--- config.mk ---
export PLATFORM = sky130hd
export DESIGN_NAME = cc_lane_packer_flat
export DESIGN_NICKNAME = d
export VERILOG_FILES = /design/src/rtl/cc_pack_pkg.sv /design/src/rtl/cc_lane_packer_if.sv /design/src/rtl/cc_sync_fifo.sv /design/src/rtl/cc_lane_packer.sv /design/src/flat_wrapper.sv
export SDC_FILE = /design/constraint.sdc
export NUM_CORES = 1
export LEC_CHECK = 0
export BUFFER_PORTS_ARGS = -buffer_cell sky130_fd_sc_hd__clkbuf_2
export CAP_MARGIN = 20
export CORE_ASPECT_RATIO = 0.9
export CORE_UTILIZATION = 40
export CTS_BUF_LIST = sky130_fd_sc_hd__clkbuf_8
export CTS_CLUSTER_DIAMETER = 60
export DETAILED_ROUTE_END_ITERATION = 6
export GPL_TIMING_DRIVEN = 0
export PLACE_DENSITY_LB_ADDON = 0.12
export SYNTH_ARGS = -nofsm -noshare
export SYNTH_HDL_FRONTEND = slang
export SYNTH_HIERARCHICAL = 1
export SYNTH_SLANG_ARGS = --single-unit
--- constraint.sdc ---
create_clock -name clk -period 3.6 [get_ports clk]
set_input_delay 0.18 -clock clk [delete_from_list [all_inputs] [get_ports clk]]
set_output_delay 0.18 -clock clk [all_outputs]
set_load 0.01 [all_outputs]
--- src/rtl/cc_pack_pkg.sv ---
// Shared types and constants for the cc lane packer: byte width, packer state
// encoding and a helper that sizes 0..N counters.
package cc_pack_pkg;

  localparam int BYTE_W = 8;

  typedef enum logic [0:0] {
    EMPTY = 1'b0,
    FILL  = 1'b1
  } pack_state_e;

  function automatic int cnt_w(input int n);
    return $clog2(n + 1);
  endfunction

endpackage

--- src/rtl/cc_lane_packer_if.sv ---
// Bus bundle for cc_lane_packer: byte strobe in, packed-word stream out, status.
// Optional out_parity is present only when CC_PACK_PARITY_EN is defined.
interface cc_lane_packer_if #(
  parameter int BYTES = 4,
  parameter int DEPTH = 4
);
  import cc_pack_pkg::*;

  logic                       in_valid;
  logic [BYTE_W-1:0]          in_data;
  logic                       in_flush;
  // out side: a word transfers on every cycle with out_valid && out_ready; while
  // out_valid is high and out_ready low, out_data/out_count stay unchanged.
  logic                       out_valid;
  logic                       out_ready;
  logic [BYTE_W*BYTES-1:0]    out_data;
  logic [cnt_w(BYTES)-1:0]    out_count;
  logic [cnt_w(DEPTH)-1:0]    fifo_level;
  logic                       ovf;
  logic                       ovf_clr;
  pack_state_e                dbg_state;
`ifdef CC_PACK_PARITY_EN
  logic [BYTES-1:0]           out_parity;
`endif

  modport slave (
    input  in_valid, in_data, in_flush, out_ready, ovf_clr,
    output out_valid, out_data, out_count, fifo_level, ovf, dbg_state
`ifdef CC_PACK_PARITY_EN
    , output out_parity
`endif
  );

  modport master (
    output in_valid, in_data, in_flush, out_ready, ovf_clr,
    input  out_valid, out_data, out_count, fifo_level, ovf, dbg_state
`ifdef CC_PACK_PARITY_EN
    , input out_parity
`endif
  );

endinterface

--- src/rtl/cc_sync_fifo.sv ---
// Single-clock FIFO; a push into a full FIFO is accepted only when a pop happens
// in the same cycle.
module cc_sync_fifo #(
  parameter int WIDTH = 8,
  parameter int DEPTH = 4
) (
  input  logic                       clk,
  input  logic                       rst,
  input  logic                       push_i,
  input  logic                       pop_i,
  input  logic [WIDTH-1:0]           wdata_i,
  output logic [WIDTH-1:0]           rdata_o,
  output logic                       full_o,
  output logic                       empty_o,
  output logic [$clog2(DEPTH+1)-1:0] level_o
);
  localparam int AW = $clog2(DEPTH);
  localparam int LW = $clog2(DEPTH + 1);

  logic [WIDTH-1:0] mem_q [DEPTH];
  logic [AW-1:0]    wr_ptr_q, rd_ptr_q;
  logic [LW-1:0]    level_q;
  logic             do_push, do_pop;

  assign full_o  = (level_q == LW'(DEPTH));
  assign empty_o = (level_q == '0);
  assign level_o = level_q;
  assign rdata_o = mem_q[rd_ptr_q];
  assign do_push = push_i && (!full_o || pop_i);
  assign do_pop  = pop_i && !empty_o;

  always_ff @(posedge clk) begin
    if (rst) begin
      wr_ptr_q <= '0;
      rd_ptr_q <= '0;
      level_q  <= '0;
    end else begin
      if (do_push) wr_ptr_q <= wr_ptr_q + AW'(1);
      if (do_pop)  rd_ptr_q <= rd_ptr_q + AW'(1);
      level_q <= level_q + LW'(do_push) - LW'(do_pop);
    end
  end

  always_ff @(posedge clk) begin
    if (do_push) mem_q[wr_ptr_q] <= wdata_i;
  end

endmodule

--- src/rtl/cc_lane_packer.sv ---
// Packs strobed bytes from the decode stage into BYTES-wide words and queues them.
// Define CC_PACK_PARITY_EN to add per-byte even parity on out_parity.
module cc_lane_packer
  import cc_pack_pkg::*;
#(
  parameter int BYTES = 4,
  parameter int DEPTH = 4
) (
  input logic             clk,
  input logic             rst,
  cc_lane_packer_if.slave bus
);
  localparam int CW = cnt_w(BYTES);
  localparam int DW = BYTE_W * BYTES;
`ifdef CC_PACK_PARITY_EN
  localparam int EW = DW + CW + BYTES;
`else
  localparam int EW = DW + CW;
`endif

  pack_state_e                   state_q, state_d;
  logic [BYTES-1:0][BYTE_W-1:0]  buf_q, buf_d;
  logic [CW-1:0]                 cnt_q, cnt_d;
  logic                          ovf_q, ovf_d;
  logic                          push;
  logic [BYTES-1:0][BYTE_W-1:0]  push_word;
  logic [CW-1:0]                 push_cnt;
  logic [EW-1:0]                 wdata, rdata;
  logic                          full, empty, pop;

  // Bytes above the fill point are kept at zero so a word can be pushed as-is.
  always_comb begin
    state_d   = state_q;
    buf_d     = buf_q;
    cnt_d     = cnt_q;
    push      = 1'b0;
    push_word = buf_q;
    push_cnt  = cnt_q;
    if (bus.in_valid) begin
      for (int i = 0; i < BYTES; i++) begin
        if (cnt_q == CW'(i)) push_word[i] = bus.in_data;
      end
      push_cnt = cnt_q + CW'(1);
      if (bus.in_flush || cnt_q == CW'(BYTES - 1)) begin
        push    = 1'b1;
        state_d = EMPTY;
        buf_d   = '0;
        cnt_d   = '0;
      end else begin
        state_d = FILL;
        buf_d   = push_word;
        cnt_d   = push_cnt;
      end
    end else if (bus.in_flush && state_q == FILL) begin
      push    = 1'b1;
      state_d = EMPTY;
      buf_d   = '0;
      cnt_d   = '0;
    end
  end

  assign pop   = !empty && bus.out_ready;
  assign ovf_d = (push && full && !pop) ? 1'b1 : (bus.ovf_clr ? 1'b0 : ovf_q);

  always_ff @(posedge clk) begin
    if (rst) begin
      state_q <= EMPTY;
      buf_q   <= '0;
      cnt_q   <= '0;
      ovf_q   <= 1'b0;
    end else begin
      state_q <= state_d;
      buf_q   <= buf_d;
      cnt_q   <= cnt_d;
      ovf_q   <= ovf_d;
    end
  end

`ifdef CC_PACK_PARITY_EN
  logic [BYTES-1:0] par;
  always_comb begin
    par = '0;
    for (int i = 0; i < BYTES; i++) par[i] = ^push_word[i];
  end
  assign wdata          = {par, push_cnt, push_word};
  assign bus.out_parity = empty ? '0 : rdata[EW-1:DW+CW];
`else
  assign wdata = {push_cnt, push_word};
`endif

  cc_sync_fifo #(.WIDTH(EW), .DEPTH(DEPTH)) u_fifo (
    .clk     (clk),
    .rst     (rst),
    .push_i  (push),
    .pop_i   (pop),
    .wdata_i (wdata),
    .rdata_o (rdata),
    .full_o  (full),
    .empty_o (empty),
    .level_o (bus.fifo_level)
  );

  assign bus.out_valid = !empty;
  assign bus.out_data  = empty ? '0 : rdata[DW-1:0];
  assign bus.out_count = empty ? '0 : rdata[DW+CW-1:DW];
  assign bus.ovf       = ovf_q;
  assign bus.dbg_state = state_q;

endmodule

--- src/flat_wrapper.sv ---
// flat-port wrapper written by rule: the top's interface ports become plain ports
module cc_lane_packer_flat import cc_pack_pkg::*;
#(
  parameter int BYTES = 4,
  parameter int DEPTH = 4
)
  (clk, rst, bus_in_valid, bus_in_data, bus_in_flush, bus_out_ready, bus_ovf_clr, bus_out_valid, bus_out_data, bus_out_count, bus_fifo_level, bus_ovf, bus_dbg_state);
  cc_lane_packer_if #(.BYTES(BYTES), .DEPTH(DEPTH)) bus_i ();
  input logic clk;
  input logic rst;
  input wire logic [$bits(bus_i.in_valid)-1:0] bus_in_valid;
  input wire logic [$bits(bus_i.in_data)-1:0] bus_in_data;
  input wire logic [$bits(bus_i.in_flush)-1:0] bus_in_flush;
  input wire logic [$bits(bus_i.out_ready)-1:0] bus_out_ready;
  input wire logic [$bits(bus_i.ovf_clr)-1:0] bus_ovf_clr;
  output wire logic [$bits(bus_i.out_valid)-1:0] bus_out_valid;
  output wire logic [$bits(bus_i.out_data)-1:0] bus_out_data;
  output wire logic [$bits(bus_i.out_count)-1:0] bus_out_count;
  output wire logic [$bits(bus_i.fifo_level)-1:0] bus_fifo_level;
  output wire logic [$bits(bus_i.ovf)-1:0] bus_ovf;
  output wire logic [$bits(bus_i.dbg_state)-1:0] bus_dbg_state;
  assign bus_i.in_valid = bus_in_valid;
  assign bus_i.in_data = bus_in_data;
  assign bus_i.in_flush = bus_in_flush;
  assign bus_i.out_ready = bus_out_ready;
  assign bus_i.ovf_clr = bus_ovf_clr;
  assign bus_out_valid = bus_i.out_valid;
  assign bus_out_data = bus_i.out_data;
  assign bus_out_count = bus_i.out_count;
  assign bus_fifo_level = bus_i.fifo_level;
  assign bus_ovf = bus_i.ovf;
  assign bus_dbg_state = bus_i.dbg_state;
  cc_lane_packer #(.BYTES(BYTES), .DEPTH(DEPTH)) u_core (.clk(clk), .rst(rst), .bus(bus_i));
endmodule
* After elaboration in Yosys (flattened, before gate mapping)
Memories as Yosys holds them, arrays and structs flattened. A register that Yosys moved wholly into a read port is not among the register bits. Index checks and enable logic that the tools add are counted.
Cells by class: multiplexer cells 26, add/subtract/negate cells 5, reduce and logical (&&, ||, !) cells 15, equality and inequality tests 4
Operator list (count):
- $mux W32 | 5
- $mux W8 | 4
- $mux W3 | 5
- $mux W1 | 10
- $eq A3 B2 Y1 const B | 2
- $logic_and A1 B1 Y1 | 6
- $logic_not A3 Y1 | 2
- $add A2 B1 Y2 const B | 2
- $mux W2 | 2
- $reduce_bool A2 Y1 | 2
- $add A3 B1 Y3 | 1
- $add A3 B1 Y3 const B | 1
- $eq A3 B1 Y1 const B | 1
- $eq A3 B3 Y1 const B | 1
- $logic_not A1 Y1 | 3
- $sub A3 B1 Y3 | 1
- $logic_or A1 B1 Y1 | 2
Word-level totals: memories 1, RAM bits 140, output and inout bits 41, flip-flop bits (word level) 44
Memory list:
- u_core.u_fifo.mem_q | depth 4, width 35, rd ports 1, clocked after Yosys merged registers in 1, wr ports 1, RTL line cc_sync_fifo.sv:20 | logic [WIDTH-1:0] mem_q [DEPTH];

* Logic depth before layout (Yosys ltp)
Gate-level depths: netlist of run 1.
word-level depth 7, depth in mapped cells 13, gate-level depth less buffers 13

* Modules after synthesis
The synthesis of run 1 kept the hierarchy.
By module, submodules not included:
- cc_sync_fifo | instances 1, cells an instance 234, area an instance 5592.9 um^2
- cc_lane_packer | instances 1, cells an instance 224, area an instance 2174.6 um^2

* Worst setup path before layout of run 1
OpenSTA, ideal clock, no wires.
path kind reg-to-reg, start point reg u_core.cnt_q[0], end point reg u_core.u_fifo.level_q[2], in the netlist u_core/u_fifo/level_o[2], slack 0.777 ns, arrival time 2.696 ns, cell stages (with the launch flop) 14, required time 3.474 ns, clock period less this slack 2.823 ns, cell sequence dfxtp_1 -> ha_1 -> ha_1 -> a21o_2 -> and2_1 -> a21boi_2 -> inv_1 -> ha_1 -> inv_1 -> ha_1 -> fa_1 -> xnor2_1 -> xnor2_1 -> nor2_1
On the way: longest elaborated chain between the ends 7
Ends and longest elaborated chain:
- start, declared | RTL line cc_lane_packer.sv:23 | logic [CW-1:0] cnt_q, cnt_d;
- start signal, assigned | RTL line cc_lane_packer.sv:74 | cnt_q <= cnt_d;
- $eq A3 B2 Y1 | RTL line cc_lane_packer.sv:44 | if (bus.in_flush || cnt_q == CW'(BYTES - 1)) begin
- $logic_or A1 B1 Y1 | RTL line cc_lane_packer.sv:44
- $mux W1 | RTL line cc_lane_packer.sv:44
- $mux W1 | RTL line cc_lane_packer.sv:39 | if (bus.in_valid) begin
- named net u_core.push | RTL line cc_lane_packer.sv:25 | logic push;
- $logic_and A1 B1 Y1 | RTL line cc_sync_fifo.sv:29 | assign do_push = push_i && (!full_o || pop_i);
- $add A3 B1 Y3 | RTL line cc_sync_fifo.sv:40 | level_q <= level_q + LW'(do_push) - LW'(do_pop);
- $sub A3 B1 Y3 | RTL line cc_sync_fifo.sv:40
- end signal, assigned | RTL line cc_sync_fifo.sv:40
- end, declared | RTL line cc_sync_fifo.sv:22 | logic [LW-1:0] level_q;
The timed path passes the listed nets, and every way through them passes these cells. A chain may end at the register's enable or synchronous reset.

* Worst setup path after layout of run 1
Same ends and word-level chain as after synthesis.

==> results of run 1 <==
==> path summary, 6_finish.rpt <==
path              slack (ns)                                      to  cells after the start
setup / recovery        0.48     u_core/u_fifo/level_o[2]$_SDFF_PP0_                     13
hold / removal          0.09  u_core/u_fifo/rd_ptr_q[0]$_SDFFE_PP0P_                      2
setup reg to reg        0.48     u_core/u_fifo/level_o[2]$_SDFF_PP0_                     13
hold reg to reg         0.46           u_core/buf_q[26]$_SDFFE_PP0P_                      1
==> area by class of cell <==
type                    count  share of cell area
plain buffers              19              0.0181
flip-flops and latches    186               0.587
repair buffers             54              0.0322
clock buffers              17              0.0268
well taps                 245              0.0351
multi-input cells         216               0.269
inverters                  37              0.0159
clock inverters            15              0.0155
==> critical path: cells and delay by family, from the launching register on <==
kind,cells,cell delay (ns)
and+or+nand+nor,2,0.21
xor gates and xnor gates,2,0.35
buffers and inverters,2,0.12
adders and majority gates,5,1.39
DFF,1,0.40
AOI/OAI and AO/OA,2,0.55
==> layout by cell type (no fill, tap or decap), drive strengths merged, types with 9 or more instances in the layout <==
cell	netlist	final
clkbuf	8	77
nand2b	15	15
ha	11	11
mux2	33	33
nor2b	40	40
o32ai	24	24
nor2	9	9
buf	11	12
dfxtp	46	46
inv	37	40
edfxtp	140	140
and2	14	14
mux4	35	35
==> power groups by stage <==
stage	clock, mW	combinational (mW)	sequential (mW)
after floorplan	0	0.868	2.51
after global placement	0	1.32	2.51
after detailed placement	0	1.36	2.52
after CTS	1.36	1.36	2.47
after global routing	1.44	1.45	2.48
final	1.32	1.32	2.47
==> layer usage <==
layer,routed length [µm],up-vias,GRT usage
met5,0,-,0
met4,193,0,0.0646
met2,7370,73,0.263
met3,541,15,0.0320
met1,7350,2074,0.232
li1,-,1886,-
==> per-stage QoR <==
stage	power [mW]	worst slack, ns	setup TNS, ns	utilization	area, µm²
2_1_floorplan	3.38	0.777	0	-	7770
3_3_place_gp	3.83	-0.167	-0.167	0.446	8330
3_5_place_dp	3.87	0.479	0	0.447	8350
4_1_cts	5.19	0.457	0	0.467	8730
5_1_grt	5.38	0.205	0	0.467	8730
6_report	5.11	0.475	0	0.467	8730
==> flip-flops by register name (all words and copies together) (netlist names), named ones only <==
| register | cells |
|---|---|
| u_core/u_fifo/mem_q | 140 |
| u_core/bus.dbg_state | 1 |
| u_core/u_fifo/rd_ptr_q | 2 |
| u_core/bus.ovf | 1 |
| u_core/u_fifo/level_o | 3 |
| u_core/buf_q | 32 |
| u_core/cnt_q | 3 |
| u_core/u_fifo/wr_ptr_q | 2 |
==> kinds of logic (layout without fill, tap and decap cells) <==
kind of cell,count (synthesis),count (layout),share of synthesized area
xor gates and xnor gates,4,4,0.00451
muxes,69,69,0.154
and+or+nand+nor,92,92,0.0772
DFF,186,186,0.660
AOI/OAI and AO/OA,39,39,0.0466
adders and majority gates,12,12,0.0203
buffers and inverters,56,142,0.0382
==> impl_metrics.json, run 1 <==
{
  "status": "finished, final reports clean",
  "pwr-share-clk": 0.258,
  "max_freq_mhz": 320,
  "synth_top_area_frac": 0.541,
  "seqPwrFrac": 0.483,
  "std_cell_rows": 47,
  "initial_utilization": 0.415,
  "clock_skew_ns": 0.00839,
  "min_period_ns": 3.12,
  "io_pins": 55,
  "antenna_found_initial": 0,
  "path_clk_slew_ns": 0.09,
  "synth_edf_count": 140,
  "yosysMostFrequentCell": "edfxtp_1",
  "cp-end-kind": "flop",
  "combPwrFrac": 0.259,
  "tritoncts": "built",
  "ys_top_cells_by_area": "edfxtp_1 54%, dfxtp_1 12%, mux4_2 8.7%",
  "max_slew_margin": 0.283,
  "core_area_mm2": 0.0187,
  "drt_pre_antenna_iters": 5,
  "dieArea_mm2": 0.0200,
  "vias_per_cell": 5.13,
  "cts_buffer_depth": 2,
  "finalCritPeriodShare": 0.868,
  "ys_ff_latch": 186,
  "cts_buffers": 17,
  "r2r-start": "u_core/cnt_q[0]$_SDFFE_PP0P_",
  "cts_sinks": 186,
  "clk_latency_ns": 0.46,
  "grt_pass1_wl_um": 24200,
  "pwr_density_cell_mw_per_mm2": 585,
  "finalNonFillerCells": 789,
  "slowest_delay_ns": 0.41,
  "seqCellArea_mm2": 0.00512,
  "yosys.area.top_type": "edfxtp_1",
  "crit_type": "reg2reg",
  "synth_commonest_cells": "140 x edfxtp_1, 46 x dfxtp_1, 38 x nor2b_1",
  "wl_um": 15500,
  "multi_input_area_mm2": 0.00235,
  "overflow": 0,
  "ys.flop_type": "edfxtp_1",
  "ys_seq_area_frac": 0.660,
  "htree_levels": 4,
  "slew_viol_final": 0,
  "place_congestion": 0.741,
  "hold_viol_final": 0,
  "p_sw_mw": 1.49,
  "place_inst": 756,
  "drt_iter0_drc": 263,
  "worstHoldStart": "rst",
  "async_flop_share": 0,
  "min_path_type": "in2reg",
  "critPathRequiredTime_ns": 3.93,
  "cts_hold_buffers": 1,
  "cap_violations": 0,
  "crit_top_cell": "ha_1",
  "whs_ns": 0.0945,
  "drive_gt1_frac": 0.322,
  "areaGrowthSynthToFinish_pct": 12.4,
  "die_h_um": 134,
  "setup_viol_count_final": 0,
  "ys_warn_count": 6,
  "start_kind": "flop",
  "ctsResizeCount": 0,
  "die_x_um": 149,
  "fillers": 1662,
  "rsz0062_at_grt": "no",
  "postSynthAreaPerCell_um2": 17.0,
  "worst_slew_pin_slew_ns": 1.08,
  "wl_per_cell_um": 19.6,
  "n_antenna_cell": 0,
  "syn-num-nets": 484,
  "p_int_mw": 3.62,
  "vdd_drop_max_mv": 0.439,
  "final_nets": 557,
  "synth.cell_area_mm2": 0.00777,
  "path_cells": "ha_1 > ha_1 > a21o_2 > and2_1 > a21boi_2 > inv_1 > ha_1 > inv_1 > ha_1 > fa_1 > xnor2_1 > xnor2_1 > nor2_1",
  "crit_slowest_cell": "fa_1",
  "cp.arrival_ns": 3.46,
  "drc": 0,
  "yosysUniqueCellTypes": 44,
  "grt_pass1_vias": 4180,
  "post-cts-setup-buffers": 0,
  "cts_root_buf": "clkbuf_8",
  "switching_share": 0.292,
  "io_buffers": 52,
  "ant_nets": 0,
  "routed-via-count": 4048,
  "crit_path_max_fanout": 7,
  "grt_max_degree": 36,
  "grt_usage": 0.168,
  "syn_inst": 458,
  "critPathLaunch": "u_core/cnt_q[0]$_SDFFE_PP0P_",
  "power_leakage_nw": 3.05,
  "hpwlAfterDp_um": 9720
}
Power figures use the tool's default switching activity.
==> run 2, diff against run 1 <==
--- a/config.mk
+++ b/config.mk
@@ -16,5 +16,4 @@
 export PLACE_DENSITY_LB_ADDON = 0.12
 export SYNTH_ARGS = -nofsm -noshare
 export SYNTH_HDL_FRONTEND = slang
-export SYNTH_HIERARCHICAL = 1
 export SYNTH_SLANG_ARGS = --single-unit
==> impl_metrics.json, run 2 <==
{
  "wl_per_cell_um": 19.8,
  "vias_per_cell": 5.15,
  "layout.cells.most_common": "edfxtp_1",
  "syn_inst": 458,
  "power_mw": 5.39,
  "initial_utilization": 0.413,
  "grtUsageMet1": 0.231,
  "core_area_mm2": 0.0186,
  "final_nets": 560,
  "setup_viol_count_final": 0,
  "io_buffers": 52,
  "synth_compound_area_frac": 0.0408,
  "r2r-start": "u_core.cnt_q[0]$_SDFFE_PP0P_",
  "areaGrowthSynthToFinish_pct": 14.8,
  "grt_pass1_wl_um": 24300,
  "synth_commonest_cells": "140 x edfxtp_1, 46 x dfxtp_1, 36 x nor2b_1",
  "drive_gt1_frac": 0.340,
  "slowest_delay_ns": 0.41,
  "ff2ff_path_depth": 13,
  "reg2reg_slack_ns": 0.79,
  "largest_reg_flops": 140,
  "drt_pre_antenna_iters": 4,
  "antenna_found_initial": 0,
  "tritoncts": "built",
  "post-cts-setup-buffers": 0,
  "min_path_cells": 2,
  "yosysMostFrequentCell": "edfxtp_1",
  "path_clk_slew_ns": 0.09,
  "cp.arrival_ns": 3.18,
  "pwr_density_cell_mw_per_mm2": 612,
  "htree_levels": 4,
  "cts_buffer_depth": 2,
  "worstHoldStart": "bus_in_flush",
  "hold_viol_final": 0,
  "drt_iter0_drc": 173,
  "largestRegisters": "u_core.u_fifo.mem_q x140, u_core.buf_q x32",
  "crit_type": "reg2reg",
  "path_cells": "ha_1 > ha_1 > nor2_2 > nor3_4 > inv_1 > ha_1 > inv_1 > ha_1 > inv_1 > fa_1 > xor2_1 > and2_1 > nor3_1",
  "ys.flop_type": "edfxtp_1",
  "synth_edf_count": 140,
  "cts_buffers": 17,
  "muxShareOfSynthArea": 0.153,
  "place_inst": 759,
  "top_usage_layer": "met2",
  "ys_ff_latch": 186,
  "worst_slew_pin_slew_ns": 0.962,
  "synth_top_family_by_area": "multiplexers",
  "ant_nets": 0,
  "max_freq_mhz": 356,
  "routed-via-count": 4077,
  "synth_top_area_frac": 0.548,
  "min_period_ns": 2.81,
  "grt_max_degree": 20,
  "setup_tns_ns": 0,
  "die_x_um": 148,
  "std_cell_rows": 47,
  "yosys.area_share.simple": 0.0796,
  "use_met3": 0.0414,
  "die_h_um": 133,
  "crit_slowest_cell": "dfxtp_1",
  "syn-num-nets": 484,
  "crit_buf_inv": 3,
  "cp-end-kind": "flop",
  "cap_violations": 0,
  "synth.cell_area_mm2": 0.00767,
  "cp_top_family": "adder cells",
  "wl_um": 15700,
  "max_slew_margin": 0.355,
  "postSynthAreaPerCell_um2": 16.7,
  "ys_seq_area_frac": 0.668,
  "power_leakage_nw": 3.10,
  "grt_usage": 0.169,
  "overflow": 0,
  "clock_skew_ns": 0.0124,
  "hpwlAfterDp_um": 10400,
  "cts_root_buf": "clkbuf_8",
  "finalNonFillerCells": 792,
  "rsz0062_at_grt": "no",
  "yosys.area.top_type": "edfxtp_1",
  "cp.depth": 13,
  "met2_usage": 0.267,
  "min_path_type": "in2reg",
  "crit_top_cell": "ha_1",
  "fin_util": 0.474,
  "dieArea_mm2": 0.0197,
  "yosysUniqueCellTypes": 37,
  "synthAdderAreaFrac": 0.0206,
  "timing.rr.end": "u_core.u_fifo.level_o[2]$_SDFF_PP0_",
  "finalCritPeriodShare": 0.779,
  "holdPathEnd": "u_core.bus.dbg_state$_SDFFE_PP0P_",
  "drc": 0,
  "status": "finished, final reports clean",
  "cts_sinks": 186,
  "critPathRequiredTime_ns": 3.98,
  "grt_pass1_vias": 4202,
  "ys_top_cells_by_area": "edfxtp_1 55%, dfxtp_1 12%, mux4_2 10%",
  "whs_ns": 0.0387,
  "synth_xor_xnor_area_share": 0.00457,
  "n_antenna_cell": 0,
  "crit_path_max_fanout": 8,
  "clk_latency_ns": 0.45,
  "place_congestion": 0.765,
  "io_pins": 55,
  "ctsResizeCount": 0,
  "slew_viol_final": 0,
  "final_cell_mix": "140 x edfxtp_1, 54 x clkbuf_2, 46 x dfxtp_1, 36 x nor2b_1",
  "top_register": "u_core.u_fifo.mem_q",
  "vdd_drop_max_mv": 0.271,
  "start_kind": "flop",
  "ys_warn_count": 0,
  "async_flop_share": 0
}
## run 2: report_power, final
group          internal [mW]  switching [mW]
clock network          0.745           0.762
registers               2.41          0.0554
logic                  0.662           0.761
## run 2: routing by layer
layer / share of wire / routed length [µm] / vias to the layer above
met5: 0 / 0 / -
met4: 0.013 / 206 / 0
met3: 0.041 / 646 / 11
met2: 0.47 / 7400 / 89
met1: 0.47 / 7420 / 2089
li1: - / - / 1888
## run 2: cell type report
cell class	instances	area (µm²)
fill	1654	9780
sequential	186	5120
multi-input combinational	216	2290
timing repair buffer	57	380
tap	245	307
clock buffer	19	262
clock inverter	13	181
inverter	35	131
buffer	21	121
## run 2: how the worst max path moves through the flow
stage	from	end
3_5_place_dp	u_core.cnt_q[0]$_SDFFE_PP0P_	u_core.u_fifo.level_o[2]$_SDFF_PP0_
5_1_grt	u_core.cnt_q[0]$_SDFFE_PP0P_	u_core.u_fifo.level_o[2]$_SDFF_PP0_
2_1_floorplan	u_core.cnt_q[0]$_SDFFE_PP0P_	u_core.u_fifo.level_o[2]$_SDFF_PP0_
6_report	u_core.cnt_q[0]$_SDFFE_PP0P_	u_core.u_fifo.level_o[2]$_SDFF_PP0_
3_3_place_gp	u_core.cnt_q[0]$_SDFFE_PP0P_	u_core.u_fifo.mem_q[0][26]$_DFFE_PP_
4_1_cts	u_core.u_fifo.level_o[1]$_SDFF_PP0_	bus_out_data[16]
## run 2: per-stage QoR
stage / setup WS [ns] / instance area [µm²]
floorplan: 1.08 / 7670
global placement: 0.239 / 8230
detailed placement: 0.768 / 8350
CTS: 0.741 / 8800
global route: 0.510 / 8800
finish: 0.794 / 8800
## run 2: cells by family (layout without fill, tap and decap cells)
family / count (synthesis) / after routing
flops: 186 / 186
simple gates: 93 / 93
mux: 69 / 69
buf+inv: 56 / 145
compound gates: 38 / 38
fa+ha+maj: 12 / 12
xor+xnor: 4 / 4
## run 2: timing repair
item,CTS,global route
hold buffers,1,0
endpoints found under the hold margin,1,0
setup endpoints to repair,0,0
==> run 3, diff against run 2 <==
==> constraint.sdc (replaced) <==
create_clock -name clk -period 2.5 [get_ports clk]
set_input_delay 0.125 -clock clk [delete_from_list [all_inputs] [get_ports clk]]
set_output_delay 0.125 -clock clk [all_outputs]
set_load 0.01 [all_outputs]
==> impl_metrics.json, run 3 (same netlist as run 2, synthesis figures left out) <==
{
  "io_buffers": 52,
  "wl_met3_um": 546,
  "place_congestion": 0.767,
  "initial_utilization": 0.413,
  "die_x_um": 148,
  "routed-via-count": 4085,
  "wl_met2_um": 7550,
  "hold_viol_final": 0,
  "status": "finished, final reports clean",
  "whs_ns": 0.0738,
  "power_mw": 7.48,
  "ant_nets": 0,
  "cp.arrival_ns": 2.68,
  "core_area_mm2": 0.0186,
  "clock_skew_ns": 0.0167,
  "grt_max_degree": 20,
  "setup_viol_count_final": 0,
  "antenna_found_initial": 0,
  "drc": 0,
  "grt_pass1_vias": 4201,
  "p_int_mw": 5.18,
  "path_clk_slew_ns": 0.10,
  "areaGrowthSynthToFinish_pct": 14.7,
  "pwr-share-clk": 0.245,
  "switching_share": 0.307,
  "dieArea_mm2": 0.0197,
  "top_layer": "met4",
  "drt_iter0_drc": 195,
  "p_sw_mw": 2.29,
  "tritoncts": "built",
  "cap_violations": 0,
  "seqPwrFrac": 0.476,
  "cts_sinks": 186,
  "setup_tns_ns": 0,
  "pwr_density_cell_mw_per_mm2": 850,
  "io_pins": 55,
  "final_nets": 566,
  "vdd_drop_max_mv": 0.459,
  "min_path_cells": 2,
  "start_kind": "flop",
  "rsz0062_at_grt": "no",
  "final_area_mm2": 0.00879,
  "htree_levels": 4,
  "combPwrFrac": 0.279,
  "top_register": "u_core.u_fifo.mem_q",
  "min_path_type": "in2reg",
  "wl_per_cell_um": 19.6,
  "final_cell_mix": "140 x edfxtp_1, 55 x clkbuf_2, 42 x dfxtp_1, 37 x inv_1, 36 x nor2b_1",
  "grt_usage": 0.170,
  "grt_pass1_wl_um": 24100,
  "critPathRequiredTime_ns": 2.84,
  "cts_buffers": 17,
  "cts_buffer_depth": 2,
  "layout.cells.most_common": "edfxtp_1",
  "clk_latency_ns": 0.46,
  "power_leakage_nw": 3.11,
  "cp-end-kind": "flop",
  "slew_viol_final": 0,
  "std_cell_rows": 47,
  "ff2ff_path_depth": 13,
  "die_h_um": 133,
  "overflow": 0,
  "hpwlAfterDp_um": 10300,
  "timing.final.ws_setup_ns": 0.163,
  "drive_gt1_frac": 0.354,
  "max_slew_margin": 0.594,
  "vias_per_cell": 5.12,
  "drt_pre_antenna_iters": 4,
  "crit_path_max_fanout": 5,
  "cts_root_buf": "clkbuf_8",
  "worst_slew_pin_slew_ns": 0.610,
  "max_freq_mhz": 428,
  "wl_um": 15600,
  "fillers": 1654,
  "n_antenna_cell": 0,
  "wl_met1_um": 7380,
  "finalCritPeriodShare": 0.935,
  "largestRegisters": "u_core.u_fifo.mem_q x140, u_core.buf_q x32",
  "post-place-ws_ns": -0.265,
  "crit_type": "reg2reg",
  "placed_area_mm2": 0.00833,
  "largest_reg_flops": 140,
  "min_period_ns": 2.34
}
-- run 3: cell types whose count changed in the layout (fill, tap and decap cells not counted), moves of 2 or more --
cell        delta
clkinv_4       +3
clkinvlp_4     -2
inv_1          +2
dfxtp_1        -4
dfxtp_2        +3
buf_16         -3
ha_1           -2
bufinv_16      -3
buf_12         +3
buf_4          +5
-- run 3: path summary, 6_finish.rpt --
kind | start | end | slack (ns)
setup / recovery | u_core.cnt_q[0]$_SDFFE_PP0P_ | u_core.u_fifo.level_o[2]$_SDFF_PP0_ | 0.16
hold / removal | rst | u_core.u_fifo.level_o[0]$_SDFF_PP0_ | 0.07
setup reg to reg | u_core.cnt_q[0]$_SDFFE_PP0P_ | u_core.u_fifo.level_o[2]$_SDFF_PP0_ | 0.16
hold reg to reg | u_core.buf_q[29]$_SDFFE_PP0P_ | u_core.buf_q[29]$_SDFFE_PP0P_ | 0.46
-- run 3: power by group through the flow --
stage	clock network, mW	registers, mW	logic (mW)
3_5_place_dp	0	3.61	2.12
5_1_grt	2.01	3.58	2.29
4_1_cts	1.90	3.55	2.14
2_1_floorplan	0	3.61	1.37
6_report	1.83	3.56	2.09
3_3_place_gp	0	3.61	2.08
-- run 3: what timing repair did --
action                                  4_1_cts  5_1_grt
hold endpoints to repair                      2        0
gates resized for setup                       7        5
setup buffers                                 2        3
pin swaps                                     2        1
endpoints found under the setup margin       22        4
hold buffers                                  2        0
-- run 3: layout make-up --
class / instances / area, µm² / share of cell area
Clock inverter: 14 / 113 / 0.0128
Inverter: 35 / 131 / 0.0149
Tap cell: 245 / 307 / 0.0349
Sequential cell: 186 / 5130 / 0.584
Buffer: 21 / 123 / 0.0139
Clock buffer: 18 / 248 / 0.0282
Timing Repair Buffer: 63 / 405 / 0.0461
Multi-Input combinational cell: 216 / 2330 / 0.266
-- run 3: per-stage QoR --
stage | instances | utilization
floorplan | 458 | -
global placement | 755 | 0.443
detailed placement | 759 | 0.448
CTS | 795 | 0.471
global route | 798 | 0.473
finish | 798 | 0.473
-- run 3: worst max-delay path, stage by stage (launching register included) --
cell	delay (ns)
dfxtp_4	0.37
ha_2	0.19
ha_4	0.17
nor2_4	0.05
nor3_4	0.13
inv_1	0.06
ha_1	0.29
inv_1	0.06
ha_1	0.12
inv_1	0.05
fa_1	0.38
xor2_1	0.17
and2_1	0.16
nor3_2	0.04
-- run 3: metal layers --
layer | vias to the layer above | GRT usage
li1 | 1898 | -
met1 | 2097 | 0.231
met5 | - | 0
met2 | 80 | 0.268
met4 | 0 | 0.0521
met3 | 10 | 0.0425
